==> config.mk <==
export PLATFORM = sky130hd
export DESIGN_NAME = led_meter_ctrl
export DESIGN_NICKNAME = d
export VERILOG_FILES = /design/src/rtl/led_meter_ctrl.sv
export SDC_FILE = /design/constraint.sdc
export NUM_CORES = 1
export LEC_CHECK = 0
export BUFFER_PORTS_ARGS = -buffer_cell sky130_fd_sc_hd__buf_2
export CORE_UTILIZATION = 59
export CTS_CLUSTER_DIAMETER = 100
export DETAILED_ROUTE_END_ITERATION = 10
export PLACE_DENSITY = 0.85
export RECOVER_POWER = 25
export SLEW_MARGIN = 20
export SYNTH_ARGS = -nofsm -noshare
export SYNTH_HDL_FRONTEND = slang
export SYNTH_SLANG_ARGS = --single-unit
==> constraint.sdc <==
create_clock -name clk -period 6.5 [get_ports clk]
set_input_delay 1.3 -clock clk [delete_from_list [all_inputs] [get_ports clk]]
set_output_delay 1.3 -clock clk [all_outputs]
set_load 0.01 [all_outputs]
==> src/rtl/led_meter_ctrl.sv <==
// Audio bar-graph meter: sample magnitude quantised to a 4-bit level that decays once per tick.
// Optional peak-hold marker selected by macro LED_METER_PEAK_HOLD_EN.
module led_meter_ctrl #(
    parameter int unsigned TICK_DIV   = 50000,
    parameter int unsigned HOLD_TICKS = 50
) (
    input  logic        clk,
    input  logic        RESET_n,
    input  logic        sample_valid,
    input  logic [15:0] sample,
    output logic [3:0]  level,
    output logic [3:0]  peak,
    output logic        clip,
    output logic        tick
);

    localparam int unsigned CNT_W = (TICK_DIV > 1) ? $clog2(TICK_DIV) : 1;
    localparam logic [CNT_W-1:0] CNT_MAX = CNT_W'(TICK_DIV - 1);
    localparam logic [7:0] HOLD_INIT = 8'(HOLD_TICKS);

    logic [15:0]      abs_s;
    logic [14:0]      mag;
    logic [3:0]       q;
    logic [CNT_W-1:0] cnt_q, cnt_d;
    logic             tick_q, tick_d;
    logic [3:0]       level_q, level_d;
    logic             clip_q, clip_d;

    // Magnitude with -32768 saturated to full scale, then quantise.
    always_comb begin
        abs_s = sample[15] ? (~sample + 16'd1) : sample;
        mag   = abs_s[15] ? 15'h7FFF : abs_s[14:0];
        q     = mag[14:11];
    end

    // Prescaler, level attack/decay and clip detect.
    always_comb begin
        cnt_d   = (cnt_q == CNT_MAX) ? '0 : cnt_q + CNT_W'(1);
        tick_d  = (cnt_q == CNT_MAX);
        clip_d  = sample_valid && (mag == 15'h7FFF);
        level_d = level_q;
        if (sample_valid && (q >= level_q)) begin
            level_d = q;
        end else if (tick_q && (level_q != 4'd0)) begin
            level_d = level_q - 4'd1;
        end
    end

    always_ff @(posedge clk) begin
        if (!RESET_n) begin
            cnt_q   <= '0;
            tick_q  <= 1'b0;
            level_q <= 4'd0;
            clip_q  <= 1'b0;
        end else begin
            cnt_q   <= cnt_d;
            tick_q  <= tick_d;
            level_q <= level_d;
            clip_q  <= clip_d;
        end
    end

    assign level = level_q;
    assign clip  = clip_q;
    assign tick  = tick_q;

`ifdef LED_METER_PEAK_HOLD_EN
    typedef enum logic [1:0] {TRACK, HOLD, FALL} peak_state_e;

    peak_state_e state_q, state_d;
    logic [3:0]  peak_q, peak_d;
    logic [7:0]  hold_q, hold_d;
    logic [3:0]  p_fall;

    // A new higher sample always wins; otherwise each state applies its tick action.
    always_comb begin
        state_d = state_q;
        peak_d  = peak_q;
        hold_d  = hold_q;
        p_fall  = peak_q;
        if (sample_valid && (q > peak_q)) begin
            peak_d  = q;
            hold_d  = HOLD_INIT;
            state_d = HOLD;
        end else begin
            case (state_q)
                TRACK: peak_d = level_d;
                HOLD: begin
                    if (sample_valid && (q == peak_q)) begin
                        hold_d = HOLD_INIT;
                    end else if (tick_q) begin
                        hold_d = hold_q - 8'd1;
                        if (hold_q == 8'd1) state_d = FALL;
                    end
                end
                FALL: begin
                    if (!(sample_valid && (q == peak_q))) begin
                        p_fall = (tick_q && (peak_q != 4'd0)) ? peak_q - 4'd1 : peak_q;
                        if (p_fall <= level_d) begin
                            peak_d  = level_d;
                            state_d = TRACK;
                        end else begin
                            peak_d = p_fall;
                        end
                    end
                end
                default: state_d = TRACK;
            endcase
        end
    end

    always_ff @(posedge clk) begin
        if (!RESET_n) begin
            state_q <= TRACK;
            peak_q  <= 4'd0;
            hold_q  <= 8'd0;
        end else begin
            state_q <= state_d;
            peak_q  <= peak_d;
            hold_q  <= hold_d;
        end
    end

    assign peak = peak_q;
`else
    assign peak = level_q;
`endif

endmodule

# == After elaboration in Yosys (flattened, before gate mapping) ==
# Index checks and enable logic that the tools add are counted.
# op_classes
add_sub_neg,3
multipliers,0
div_mod_pow,0
order_cmp,1
n_eq_ne,2
shifts,0
muxes,4
bitwise_logic,2
n_reduce_logical,6
# ops
operator,count
"16-bit by 1-bit adder with 16-bit output, second input constant",2
"16-bit equality test, second input constant",1
16-bit two-way mux,1
16-bit inverter,1
"15-bit equality test, second input constant",1
15-bit two-way mux,1
4-bit two-way mux,2
4-bit greater-or-equal comparator,1
4-bit nonzero test,1
"4-bit by 1-bit subtractor with 4-bit output, second input constant",1
1-bit logical AND,3
2-bit nonzero test,1
2-bit OR reduction,1
1-bit inverter,1
# totals
regBits,22
latchBits,0
ramBits,0
mem_bits_ro,0
in_bits,19
output_inout_bits,10
elab_cells,22
n_memories,0

# == Depth between registers and ports, before layout ==
# logic_depth
depth_word,7
mapped_depth,12

# == Worst setup path before layout ==
# Ideal clock, no wire load.
# synth_timing
kind,input-to-reg
from,in sample[5]
to,reg level_q[0] (netlist: level[0])
t_arrival_ns,3.902
path_slack_ns,2.507
path_stages,10
n_path_buf,1
cell_sequence,or3_1 -> clkbuf_1 -> or4b_4 -> o31ai_1 -> mux2i_1 -> ha_1 -> a21o_1 -> a21o_1 -> a21o_1 -> a311oi_1
# synth_between
elab_chain_len,7
# synth_rtl
element,line,text
"start, declared",10,"input logic [15:0] sample,"
16-bit inverter *,31,abs_s = sample[15] ? (~sample + 16'd1) : sample;
16-bit by 1-bit adder with 16-bit output *,31,
16-bit two-way mux *,31,
15-bit two-way mux *,32,mag = abs_s[15] ? 15'h7FFF : abs_s[14:0];
4-bit greater-or-equal comparator,42,if (sample_valid && (q >= level_q)) begin
1-bit logical AND,42,
4-bit two-way mux / 2-bit nonzero test (equally long branches),-,
"end signal, assigned",58,level_q <= level_d;
"end, declared",26,"logic [3:0] level_q, level_d;"
# Every way passes the cells marked *; elsewhere a longest branch is shown, timed or not.
# A chain may end at the register's enable or synchronous reset.

# == Final worst setup path ==
# layout_timing
from,in sample[7]
to,reg level_q[1] (netlist: level[1])
# The elaborated chain is that of the path after synthesis.

==> results.tsv <==
metric	value	unit
mux cell area share after synthesis	1.36	%
Detail Placement HPWL	2380	um
Max FO, Critical Path	6	
Top FF cell, synth	dfxtp_1	
Synth Area in Compound Gates	13.9	%
Netlist cell types	44	
worst skew pair latency	0.31	ns
Final ANT Viol Nets	0	
Yosys top cell by area	dfxtp_1	
WHS	0.446	ns
FMAX	249	MHz
Die ar.	2700	um^2
global-route wire length before repair	5040	um
CP arrival	4.27	ns
Placed Area	1590	um^2
setup TNS	0	ns
share of cells above drive strength 1	17.6	%
endpoints failing hold	0	
RePlAce Congestion	0.828	
post-route cell area	1640	um^2
leading cell type in the layout, fill and taps excluded	buf_2	
Initial Utilization	64.8	%
placed insts	228	
Final nets	231	
RSZ-0062 raised after global routing	no	
Final min period	4.02	ns
FF+latch count, synth	22	
drt total wl	3060	um
via count	1385	
pwr dens	189	nW/um^2
most frequent cells in the layout	buf_2 (27), dfxtp_1 (22), nor2_1 (20), xor2_1 (12), inv_1 (11)	
Sw Pwr	0.0814	mW
internal power	0.229	mW
pre-CTS WS	2.20	ns
Num Clock Sinks	22	
DIE WIDTH	52.0	um
Peak VDD IR	0.144	mV
largest net degree at the start of global routing	19	
largest family of logic cells by synthesized area	simple AND/OR/NAND/NOR gates	
Max Slew Vio Count	0	
area share of fa/ha/maj cells after synthesis	5.94	%
TritonCTS buffer count	3	
MaxCap Viol Count	0	
Req. time, crit path	6.75	ns
# rows	17	
combinational fraction of design power	20.2	%
drt pass-1 iters	4	
power share of the clock group	33.4	%
Syn Nets	208	
max-slew headroom at the worst pin	60.9	%
register area share after synthesis	29.9	%
setup ws final	2.48	ns
top cells by area, synth	dfxtp_1 (30%), xor2_1 (7.1%), ha_1 (5.9%), xnor2_1 (5.3%), nor2_1 (5.1%)	
post-synthesis average cell area	8.10	um^2
clk buf depth	2	
Leak	0.721	nW
total setup buffers inserted after CTS	0	
root buf cell	clkbuf_4	
Synth top area share	29.9	%
Synth warnings	0	
Synth Area in XOR/XNOR	12.5	%
crit start category	primary input	
via/cell ratio	5.97	
Avg WL per Cell	13.2	um
core area	2280	um^2
post-CTS resize count	0	
TritonCTS clock tree	yes	
gr usage total	24.6	%
initial antenna violation count	0	
flop2flop setup slack	4.70	ns
grt ovf	0	
asr flop ratio synth	0	%
Port Buffers	28	
Syn Inst Count	182	
Post-synth EDFFs	0	
Slew @ Worst Pin	0.582	ns
vias in the first global route	1193	
Synth Area in Simple Gates	29.8	%
Tcrit/Tclk final	61.8	%
detailed-route DRC error count	0	
fill cell count	177	
# hold bufs at CTS	0	
status	complete, no violations	
clock skew	0.00202	ns
critical path type	primary input to register	
Final Setup Violations	0	
Switching Fraction	26.3	%
# diodes	0	
I/O Pins	29	
Setup crit end kind	register	
post-route insts no fill	232	
synthesized cell area	1470	um^2
initial DRC count	44	
Die H	52.0	um
CTS H-tree depth	1	
Flop pwr share	46.4	%
CTS clk-pin slew, worst paths	0.12	ns
type of the worst min-delay path	register to register	
area growth from synthesis to layout	11.5	%
## final timing paths
check,cells past startpoint,from,endpoint
setup reg to reg,7,level[0],level[1]
setup / recovery,11,sample[7],level[1]
hold reg to reg,1,cnt_q[0],cnt_q[0]
hold / removal,1,cnt_q[0],cnt_q[0]
## per-layer routing
layer | vias up | GRT usage, % | routed length, um | part of all wire (%)
met5 | - | 0 | 0 | 0
met4 | 0 | 12.2 | 80 | 2.6
met3 | 10 | 2.63 | 93 | 3.0
met2 | 38 | 42.9 | 1530 | 50
met1 | 649 | 29.6 | 1360 | 44
li1 | 688 | - | - | -
## Yosys cell counts, types with 2 or more instances
cell type / number
dfxtp_1: 22
nor2_1: 20
xor2_1: 12
inv_1: 11
nand2_1: 9
xnor2_1: 9
a21oi_1: 8
and3_1: 8
nand3_1: 8
ha_1: 7
nor3_1: 7
clkbuf_1: 5
o31ai_1: 5
buf_4: 4
nand2b_1: 4
or3_1: 4
a21o_1: 3
nand4_1: 3
nor2b_1: 3
nor4_1: 3
mux2i_1: 2
o21ai_0: 2
o41ai_1: 2
## cells by family after synthesis
family / count (synthesis)
flip-flops: 22
AO/OA/AOI/OAI: 29
multiplexers: 2
XOR/XNOR: 21
AND/OR/NAND/NOR: 80
buffers and inverters: 21
adder cells (fa/ha/maj): 7
## worst max-delay path, cell delays in order
cell and delay, ns:
buf_2 0.13, or4_4 0.54, or4b_4 0.54, o31ai_1 0.28, mux2i_1 0.32, ha_1 0.28, a21o_1 0.16, a21o_1 0.18
a21oi_1 0.25, o21ai_0 0.12, a21oi_1 0.16
## metrics by stage
stage          utilization [%]  total power, mW
2_1_floorplan                -            0.190
3_3_place_gp              70.0            0.206
3_5_place_dp              70.0            0.209
4_1_cts                   72.3            0.314
5_1_grt                   72.2            0.326
6_report                  72.2            0.310
## power by group through the flow
stage               Combinational, mW  Clock (mW)  Sequential [mW]
floorplan                      0.0424           0            0.148
global placement               0.0588           0            0.147
detailed placement             0.0621           0            0.147
CTS                            0.0625       0.107            0.144
global route                   0.0701       0.111            0.145
finish                         0.0627       0.104            0.144
## flip-flops by register name, summed over array words and instances, names as in the netlist
name   cells
cnt_q     16
clip       1
tick       1
level      4
## layout make-up
type | instances | area (um^2) | share of cell area (%)
Multi-Input combinational cell | 139 | 936 | 56.9
Sequential cell | 22 | 440 | 26.8
Timing Repair Buffer | 28 | 139 | 8.45
Inverter | 11 | 41.3 | 2.51
Tap cell | 28 | 35.0 | 2.13
Clock inverter | 1 | 30.0 | 1.83
Clock buffer | 3 | 22.5 | 1.37
No activity file was read; power rests on OpenSTA's default activity.
